$ cat config.mk
export PLATFORM = sky130hd
export DESIGN_NAME = sram_port_adapter
export DESIGN_NICKNAME = d
export VERILOG_FILES = /design/src/rtl/nucleusrv_mem_pkg.sv /design/src/rtl/sync_fifo.sv /design/src/rtl/sram_port_adapter.sv
export SDC_FILE = /design/constraint.sdc
export NUM_CORES = 1
export LEC_CHECK = 0
export BUFFER_PORTS_ARGS = -buffer_cell sky130_fd_sc_hd__buf_2
export CAP_MARGIN = 20
export CORE_MARGIN = 3
export CORE_UTILIZATION = 26
export CTS_CLUSTER_SIZE = 10
export DETAILED_ROUTE_END_ITERATION = 6
export SYNTH_ARGS = -nofsm -noshare
export SYNTH_HDL_FRONTEND = slang
export SYNTH_SLANG_ARGS = --single-unit
$ cat constraint.sdc
create_clock -name clock -period 2.1 [get_ports clock]
set_input_delay 0 -clock clock [delete_from_list [all_inputs] [get_ports clock]]
set_output_delay 0 -clock clock [all_outputs]
set_load 0.01 [all_outputs]
$ cat src/rtl/nucleusrv_mem_pkg.sv
// Shared definitions for the SRAM port front end: response layout and the
// fixed geometry of the in-flight pipeline and byte addressing.
package nucleusrv_mem_pkg;

    localparam int INFLIGHT_DEPTH = 2;
    localparam int BYTE_OFFSET    = 2;
    localparam int RSP_DATA_WIDTH = 32;

    typedef struct packed {
        logic [RSP_DATA_WIDTH-1:0] rdata;
        logic                      we;
        logic                      err;
    } mem_rsp_t;

endpackage

$ cat src/rtl/sync_fifo.sv
// Show-ahead synchronous FIFO with occupancy count; a push and a pop in the
// same cycle are both honoured, including when the FIFO is full.
module sync_fifo #(
    parameter int WIDTH = 8,
    parameter int DEPTH = 4
) (
    input  logic                           clock,
    input  logic                           reset,
    input  logic                           push,
    input  logic [WIDTH-1:0]               push_data,
    input  logic                           pop,
    output logic [WIDTH-1:0]               head,
    output logic [$clog2(DEPTH+1)-1:0]     count,
    output logic                           full,
    output logic                           empty
);

    localparam int PW = $clog2(DEPTH);
    localparam int CW = $clog2(DEPTH+1);

    logic [WIDTH-1:0] mem [DEPTH];
    logic [PW-1:0]    wr_ptr_reg;
    logic [PW-1:0]    rd_ptr_reg;
    logic [CW-1:0]    count_reg;
    logic             do_push;
    logic             do_pop;

    assign empty   = (count_reg == '0);
    assign full    = (count_reg == CW'(DEPTH));
    assign do_pop  = pop && !empty;
    assign do_push = push && (!full || do_pop);
    assign count   = count_reg;
    assign head    = mem[rd_ptr_reg];

    // Storage carries no reset so it can map onto plain memory.
    always_ff @(posedge clock) begin
        if (do_push) begin
            mem[wr_ptr_reg] <= push_data;
        end
    end

    always_ff @(posedge clock) begin
        if (reset) begin
            wr_ptr_reg <= '0;
            rd_ptr_reg <= '0;
            count_reg  <= '0;
        end else begin
            if (do_push) begin
                wr_ptr_reg <= wr_ptr_reg + PW'(1);
            end
            if (do_pop) begin
                rd_ptr_reg <= rd_ptr_reg + PW'(1);
            end
            case ({do_push, do_pop})
                2'b10:   count_reg <= count_reg + CW'(1);
                2'b01:   count_reg <= count_reg - CW'(1);
                default: count_reg <= count_reg;
            endcase
            assert (!(push && !do_push));
        end
    end

endmodule

$ cat src/rtl/sram_port_adapter.sv
// Valid/ready front end for SRAM port 0: one macro access per request, read
// data captured at the fixed macro latency, in-order buffered responses.
module sram_port_adapter
    import nucleusrv_mem_pkg::*;
#(
    parameter int DATA_WIDTH     = 32,
    parameter int NUM_WMASKS     = 4,
    parameter int ADDR_WIDTH     = 25,
    parameter int BUS_ADDR_WIDTH = 32,
    parameter int RSP_DEPTH      = 4
) (
    input  logic                      clock,
    input  logic                      reset,
    input  logic                      req_valid,
    output logic                      req_ready,
    input  logic [BUS_ADDR_WIDTH-1:0] req_addr,
    input  logic                      req_we,
    input  logic [NUM_WMASKS-1:0]     req_wmask,
    input  logic [DATA_WIDTH-1:0]     req_wdata,
    output logic                      rsp_valid,
    input  logic                      rsp_ready,
    output logic [DATA_WIDTH-1:0]     rsp_rdata,
    output logic                      rsp_we,
    output logic                      rsp_err,
    output logic                      sram_csb0,
    output logic                      sram_web0,
    output logic [NUM_WMASKS-1:0]     sram_wmask0,
    output logic [ADDR_WIDTH-1:0]     sram_addr0,
    output logic [DATA_WIDTH-1:0]     sram_din0,
    input  logic [DATA_WIDTH-1:0]     sram_dout0
);

    localparam int CW = $clog2(RSP_DEPTH+1);
    localparam int IW = $clog2(INFLIGHT_DEPTH+1);
    localparam int RW = DATA_WIDTH + 2;

    logic                  fire;
    logic                  in_range;
    logic                  wr_en;
    logic                  s1_valid_reg;
    logic                  s1_we_reg;
    logic                  s1_err_reg;
    logic [IW-1:0]         inflight_count;
    logic [CW-1:0]         fifo_count;
    logic [CW:0]           credits_used;
    logic                  fifo_full;
    logic                  fifo_empty;
    logic                  rsp_pop;
    logic [DATA_WIDTH-1:0] cap_rdata;
    logic [RW-1:0]         push_data;
    logic [RW-1:0]         head;
    logic                  unused_bits;

    generate
        if (BUS_ADDR_WIDTH > ADDR_WIDTH + BYTE_OFFSET) begin : g_range
            assign in_range = (req_addr[BUS_ADDR_WIDTH-1:ADDR_WIDTH+BYTE_OFFSET] == '0);
        end else begin : g_no_range
            assign in_range = 1'b1;
        end
    endgenerate

    // Every accepted request owns a FIFO slot from fire to pop, so the
    // in-flight stage can always push without checking for space.
    assign inflight_count = IW'(s1_valid_reg);
    assign credits_used   = (CW+1)'(fifo_count) + (CW+1)'(inflight_count);
    assign req_ready      = !reset && (credits_used < (CW+1)'(RSP_DEPTH));
    assign fire           = req_valid && req_ready;

    // Write strobes are gated by reset so the macro sees a clean idle state.
    assign wr_en      = req_we && !reset;
    assign sram_csb0  = !(fire && in_range);
    assign sram_web0  = !wr_en;
    assign sram_addr0 = req_addr[ADDR_WIDTH+BYTE_OFFSET-1:BYTE_OFFSET];
    assign sram_din0  = req_wdata;

    genvar gi;
    generate
        for (gi = 0; gi < NUM_WMASKS; gi++) begin : g_lane
            assign sram_wmask0[gi] = wr_en && req_wmask[gi];
        end
    endgenerate

    // Capture stage: the macro registers the access at the end of the fire
    // cycle and drives dout mid-way through this one.
    always_ff @(posedge clock) begin
        if (reset) begin
            s1_valid_reg <= 1'b0;
            s1_we_reg    <= 1'b0;
            s1_err_reg   <= 1'b0;
        end else begin
            s1_valid_reg <= fire;
            s1_we_reg    <= req_we;
            s1_err_reg   <= !in_range;
        end
    end

    assign cap_rdata = (s1_we_reg || s1_err_reg) ? '0 : sram_dout0;
    assign push_data = {cap_rdata, s1_we_reg, s1_err_reg};

    sync_fifo #(
        .WIDTH (RW),
        .DEPTH (RSP_DEPTH)
    ) u_rsp_fifo (
        .clock     (clock),
        .reset     (reset),
        .push      (s1_valid_reg),
        .push_data (push_data),
        .pop       (rsp_pop),
        .head      (head),
        .count     (fifo_count),
        .full      (fifo_full),
        .empty     (fifo_empty)
    );

    assign rsp_valid = !fifo_empty && !reset;
    assign rsp_pop   = rsp_valid && rsp_ready;
    assign {rsp_rdata, rsp_we, rsp_err} = head;

    assign unused_bits = ^{req_addr[BYTE_OFFSET-1:0], fifo_full};

endmodule

After elaboration in Yosys (flattened, before gate mapping)
Memory sizes are Yosys's and may differ from the RTL's. A register that Yosys moved wholly into a read port is not among the register bits.
Index checks and enable logic that the tools add are counted.
{"block": "classes", "addsub": 5, "multipliers": 0, "div_mod_pow": 0, "magnitude_cmp": 1, "eq_ne": 3, "n_shift": 0, "muxes": 6, "bitwise": 0, "n_reduce_logical": 23}
{"operator": "two-way mux 32 bit", "count": 1}
{"operator": "logical AND 1 bit", "count": 12}
{"operator": "logical NOT 1 bit", "count": 6}
{"operator": "case mux 3 bit (2 select lines)", "count": 1}
{"operator": "logical NOT 5 bit", "count": 1}
{"operator": "adder 2 x 1 -> 2 bit (second input constant)", "count": 2}
{"operator": "adder 3 x 1 -> 4 bit", "count": 1}
{"operator": "less-than comparator 4 x 3 -> 1 bit (second input constant)", "count": 1}
{"operator": "two-way mux 2 bit", "count": 2}
{"operator": "adder 3 x 1 -> 3 bit (second input constant)", "count": 1}
{"operator": "== test 3 bit (second input constant)", "count": 1}
{"operator": "logical NOT 3 bit", "count": 1}
{"operator": "subtractor 3 x 1 -> 3 bit (second input constant)", "count": 1}
{"operator": "== test 2 x 1 -> 1 bit (second input constant)", "count": 1}
{"operator": "== test 2 bit (second input constant)", "count": 1}
{"operator": "logical OR 1 bit", "count": 2}
{"operator": "two-way mux 1 bit", "count": 2}
{"operator": "nonzero test 2 bit", "count": 1}
{"block": "totals", "ff_bits": 10, "latchBits": 0, "mem_bits_rw": 136, "romBits": 0, "in_bits": 105, "out_inout_bits": 99, "wordCells": 45, "mem_count": 1}
{"memory": "u_rsp_fifo.mem", "words": 4, "width": 34, "read_ports": 1, "rd_ports_with_merged_regs": 1, "write_ports": 1, "line_no": "sync_fifo.sv:21", "source": "logic [WIDTH-1:0] mem [DEPTH];"}

Depth between registers and ports, before layout
{"block": "logic_depth", "ltp_word": 9, "depth_mapped": 9, "ltp_nobuf": 9}

Hierarchy
Synthesis repeated with hierarchy kept, for this count alone.
{"block": "unflattened", "hier_cells": 347, "hier_area_um2": 6234.7}
{"mod": "sync_fifo", "instances": 1, "cells_each": 237, "area_each_um2": 5435.2, "seq_area_each_um2": 4264.1}
{"mod": "sram_port_adapter", "instances": 1, "cells_each": 110, "area_each_um2": 799.5, "seq_area_each_um2": 60.1}

Worst setup path before layout
OpenSTA, ideal clock, no wires.
{"block": "synth_path", "path_kind": "register to register", "startpoint": "register u_rsp_fifo.count_reg[0], in the netlist u_rsp_fifo.count[0]", "endpoint": "memory u_rsp_fifo.mem[2][0] (netlist bit), enable pin", "setup_ns": 0.394, "t_arrival_ns": 1.611, "required_ns": 1.706, "path_slack_ns": 0.095, "stages_incl_launch_ff": 4, "n_path_buf": 0, "synth_period_minus_slack_ns": 2.005, "path_cell_list": "dfxtp_1 > nor2_1 > a31oi_1 > and2_1"}
{"block": "synth_between", "elab_chain_len": 9, "elab_cells_between_ends": 11, "classes_between": "eq/ne: 1; mux: 2; reduce/logical: 8"}
{"element": "from (decl)", "line_no": "sync_fifo.sv:24", "source": "logic [CW-1:0] count_reg;"}
{"element": "from (signal assigned)", "line_no": "sync_fifo.sv:55", "source": "2'b10: count_reg <= count_reg + CW'(1);"}
{"element": "from (signal assigned)", "line_no": "sync_fifo.sv:56", "source": "2'b01: count_reg <= count_reg - CW'(1);"}
{"element": "from (signal assigned)", "line_no": "sync_fifo.sv:57", "source": "default: count_reg <= count_reg;"}
{"element": "logical NOT 3 bit", "line_no": "sync_fifo.sv:28", "source": "assign empty = (count_reg == '0);"}
{"element": "logical NOT 1 bit", "line_no": "sync_fifo.sv:30, sram_port_adapter.sv:115"}
{"element": "logical AND 1 bit", "line_no": "sram_port_adapter.sv:115", "source": "assign rsp_valid = !fifo_empty && !reset;"}
{"element": "logical AND 1 bit", "line_no": "sram_port_adapter.sv:116", "source": "assign rsp_pop = rsp_valid && rsp_ready;"}
{"element": "logical AND 1 bit", "line_no": "sync_fifo.sv:30", "source": "assign do_pop = pop && !empty;"}
{"element": "logical OR 1 bit *", "line_no": "sync_fifo.sv:31", "source": "assign do_push = push && (!full || do_pop);"}
{"element": "logical AND 1 bit *", "line_no": "sync_fifo.sv:31"}
{"element": "two-way mux 1 bit *", "line_no": "sync_fifo.sv:37", "source": "if (do_push) begin"}
{"element": "two-way mux 1 bit (not written as such) *", "line_no": "sync_fifo.sv:38", "source": "mem[wr_ptr_reg] <= push_data;"}
{"element": "to (decl)", "line_no": "sync_fifo.sv:21"}
Mark *: on every way between the ends. The rest lies on a longest branch, timed or not.

Worst setup path after layout
{"block": "layout_path", "startpoint": "register u_rsp_fifo.count_reg[0], in the netlist u_rsp_fifo.count[0]", "endpoint": "register u_rsp_fifo.count_reg[2], in the netlist u_rsp_fifo.count[2]"}
{"block": "layout_between", "elab_chain_len": 9, "elab_cells_between_ends": 15, "classes_between": "add/sub: 2; eq/ne: 3; mux: 1; reduce/logical: 9"}
{"element": "logical NOT 3 bit", "line_no": "sync_fifo.sv:28"}
{"element": "logical NOT 1 bit", "line_no": "sync_fifo.sv:30, sram_port_adapter.sv:115"}
{"element": "logical AND 1 bit", "line_no": "sram_port_adapter.sv:115"}
{"element": "logical AND 1 bit", "line_no": "sram_port_adapter.sv:116"}
{"element": "logical AND 1 bit", "line_no": "sync_fifo.sv:30"}
{"element": "logical OR 1 bit", "line_no": "sync_fifo.sv:31"}
{"element": "logical AND 1 bit", "line_no": "sync_fifo.sv:31"}
{"element": "== test 2 x 1 -> 1 bit / == test 2 bit (equally long branches)", "line_no": "sync_fifo.sv:54", "source": "case ({do_push, do_pop})"}
{"element": "case mux 3 bit (2 select lines) / nonzero test 2 bit (equally long branches)"}
Several ways; a longest one is shown, not always the timed one.
A chain may end at the register's enable or synchronous reset.

==> impl_results.md <==
- Total GRT Usage: 10.8%
- Gp weighted congestion: 0.675
- WP data arrival: 2.37 ns
- Final Skew: 0.0108 ns
- DR iter-0 viols: 170
- Final hold violation count: 0
- Fin worst setup slack: 0.0743 ns
- CTS tree: yes
- I/O Pins: 204
- Synth cell types: 31
- Gate Count Post-Synth: 343
- #FFs+latches synth: 148
- Via count: 3141
- Post-DP HPWL: 9.38 mm
- Clk pin slew, worst setup/hold paths: 0.07 ns
- Setup Fix Bufs, Post-CTS: 0
- Reg area: 4330 sq um
- Slew Limit Headroom: 66.4%
- Final ANT Viol Nets: 0
- Most frequent cells after synthesis: edfxtp_1 (136), buf_4 (57), and2_1 (41)
- CP Max Fanout: 5
- Clock Tree Root: clkbuf_16
- Fin crit share: 96.5%
- Worst vdd ir: 0.513 mV
- Least-Margin Pin Slew: 0.504 ns
- Nets: 544
- Area share of the largest cell type after synthesis: 65.6%
- Clk_lat worst skew: 0.41 ns
- Post-synth top flop: edfxtp_1
- Synth-to-Final Area Change: 25.4%
- Final Util: 33.2%
- # rows: 56
- Average routed wire per standard cell: 17.8 microns
- CP Launch Type: flip-flop
- Top cells by area, synth: edfxtp_1 (66%), mux4_2 (11%), buf_4 (6.9%)
- CTS Buf Count: 17
- Status: complete, no violations
- Drt total wl: 13.6 mm
- Fillcell total: 2304
- Initial DRT Pass Iterations: 5
- Ys async rst share: 0%
- Min Clock Period, post-route: 2.03 ns
- Synth area leader: edfxtp_1
- Clk sinks: 148
- Post-synth EDFFs: 136
- Die width: 161 microns
- First-pass GRT wire length: 20.8 mm
- Netlist Area Pre-Place: 6230 sq um
- Via density per instance: 4.11
- Ratio of cells with drive above 1 in the final layout: 39.5%
- Dpl ws: 0.0638 ns
- Gr ovfl total: 0
- YS warnings: 0
- Antenna diode count: 0
- LEAKAGE: 2.74 nW
- Area taken by multi-input logic gates: 1340 sq um
- H-tree depth: 4
- Max-cap check violation count: 0
- I/O Buffers: 87
- Max reg flops: 136
- Power, Total: 7.29 mW
- Max Fclk: 494 MHz
- Sequential-to-total area share from yosys stat: 69.4%
- Initial antenna violation count: 0
- Setup_tns: 0 ns
- Setup violations, final: 0
- Power per cell area: 933 nW/um^2
- Largest net degree at the start of global routing: 33
- CTS max path bufs: 2
- Crit path kind: reg -> reg
- Drc violations: 0
- WHS: 0.00000392 ns
- Hold Path Class: in -> out
- Initial Utilization: 26.5%
- Synth Net Count: 454
- Core Region: 23500 sq um
- Critical Path RT: 2.44 ns
- Vias in the first global route: 3467
- Most frequent cell after synthesis: edfxtp_1
- Max-slew violation total from the final report: 0
- CP Capture Type: flip-flop
- Die Y: 161 microns
- Syn_area_per_cell: 18.2 sq um
- Die area: 25900 sq um
logic make-up (layout without fill, tap and decap cells):
family | Yosys count | after routing | share of synthesized area [%]
compound gates | 11 | 11 | 1.23
flops | 148 | 148 | 69.4
mux | 36 | 36 | 12.9
simple gates | 60 | 60 | 5.54
fa+ha+maj | 6 | 6 | 1.33
buf+inv | 80 | 183 | 9.34
xor+xnor | 2 | 2 | 0.281
critical path: stages (launching register included):
cell	delay (ns)
dfxtp_2	0.37
nor2_2	0.13
a31oi_1	0.11
inv_1	0.07
ha_1	0.18
inv_1	0.07
fa_1	0.38
xor2_1	0.17
or3_1	0.32
a21oi_1	0.15
cells in the final DEF (no fill, tap or decap), types with 2 or more instances in the layout:
cell / n
nor2_2: 2
ha_1: 5
clkinv_4: 3
dfxtp_1: 7
clkinv_2: 4
mux4_1: 4
xor2_1: 2
buf_12: 11
mux4_2: 30
nor2_1: 9
and2_1: 37
inv_6: 4
and2_2: 4
bufinv_16: 4
clkbuf_16: 17
a31oi_1: 2
buf_4: 2
inv_1: 11
edfxtp_1: 136
dfxtp_2: 5
buf_2: 87
dlygate4sd3_1: 40
o31ai_1: 2
a21oi_1: 2
nand2_1: 3
power breakdown:
| group | leakage [nW] | internal (mW) | switching [mW] | total, mW |
|---|---|---|---|---|
| Sequential | 1.36 | 3.31 | 0.0567 | 3.37 |
| Combinational | 1.06 | 0.395 | 0.354 | 0.749 |
| Clock | 0.312 | 2.00 | 1.18 | 3.18 |
worst paths after layout:
kind                                                       startpoint                                     to  slack, ns  cells after the start
worst max-delay path                 u_rsp_fifo.count[0]$_SDFFE_PP0P_       u_rsp_fifo.count[2]$_SDFFE_PP0P_       0.07                      9
worst min-delay path                                     req_addr[10]                          sram_addr0[8]   0.000004                      0
worst max register to register       u_rsp_fifo.count[0]$_SDFFE_PP0P_       u_rsp_fifo.count[2]$_SDFFE_PP0P_       0.07                      9
worst min register to register  u_rsp_fifo.rd_ptr_reg[1]$_SDFFE_PP0P_  u_rsp_fifo.rd_ptr_reg[1]$_SDFFE_PP0P_       0.50                      1
metrics by stage:
| step | instances | instance area [sq um] |
|---|---|---|
| 2_1_floorplan | 343 | 6230 |
| 3_3_place_gp | 693 | 6770 |
| 3_5_place_dp | 693 | 6770 |
| 4_1_cts | 765 | 7800 |
| 5_1_grt | 765 | 7810 |
| 6_report | 765 | 7810 |
repair_timing:
| item | 4_1_cts | 5_1_grt |
|---|---|---|
| gates resized for setup | 0 | 6 |
| hold buffers | 40 | 0 |
| setup endpoints to repair | 0 | 1 |
| hold endpoints to repair | 134 | 0 |
per-layer routing:
layer	wire length, microns	GRT usage, %
met1	5050	11.5
met2	7220	19.4
met3	847	3.40
met4	504	5.59
met5	0	0
cell type report:
cell class                 instances  share of cell area, %
clock buffer                      17                   5.45
multi-input combinational        115                   17.2
inverter                          11                  0.529
tap                              319                   5.11
clock inverter                    15                   2.58
sequential                       148                   55.4
timing repair buffer             140                   13.7
Power figures use the tool's default switching activity.
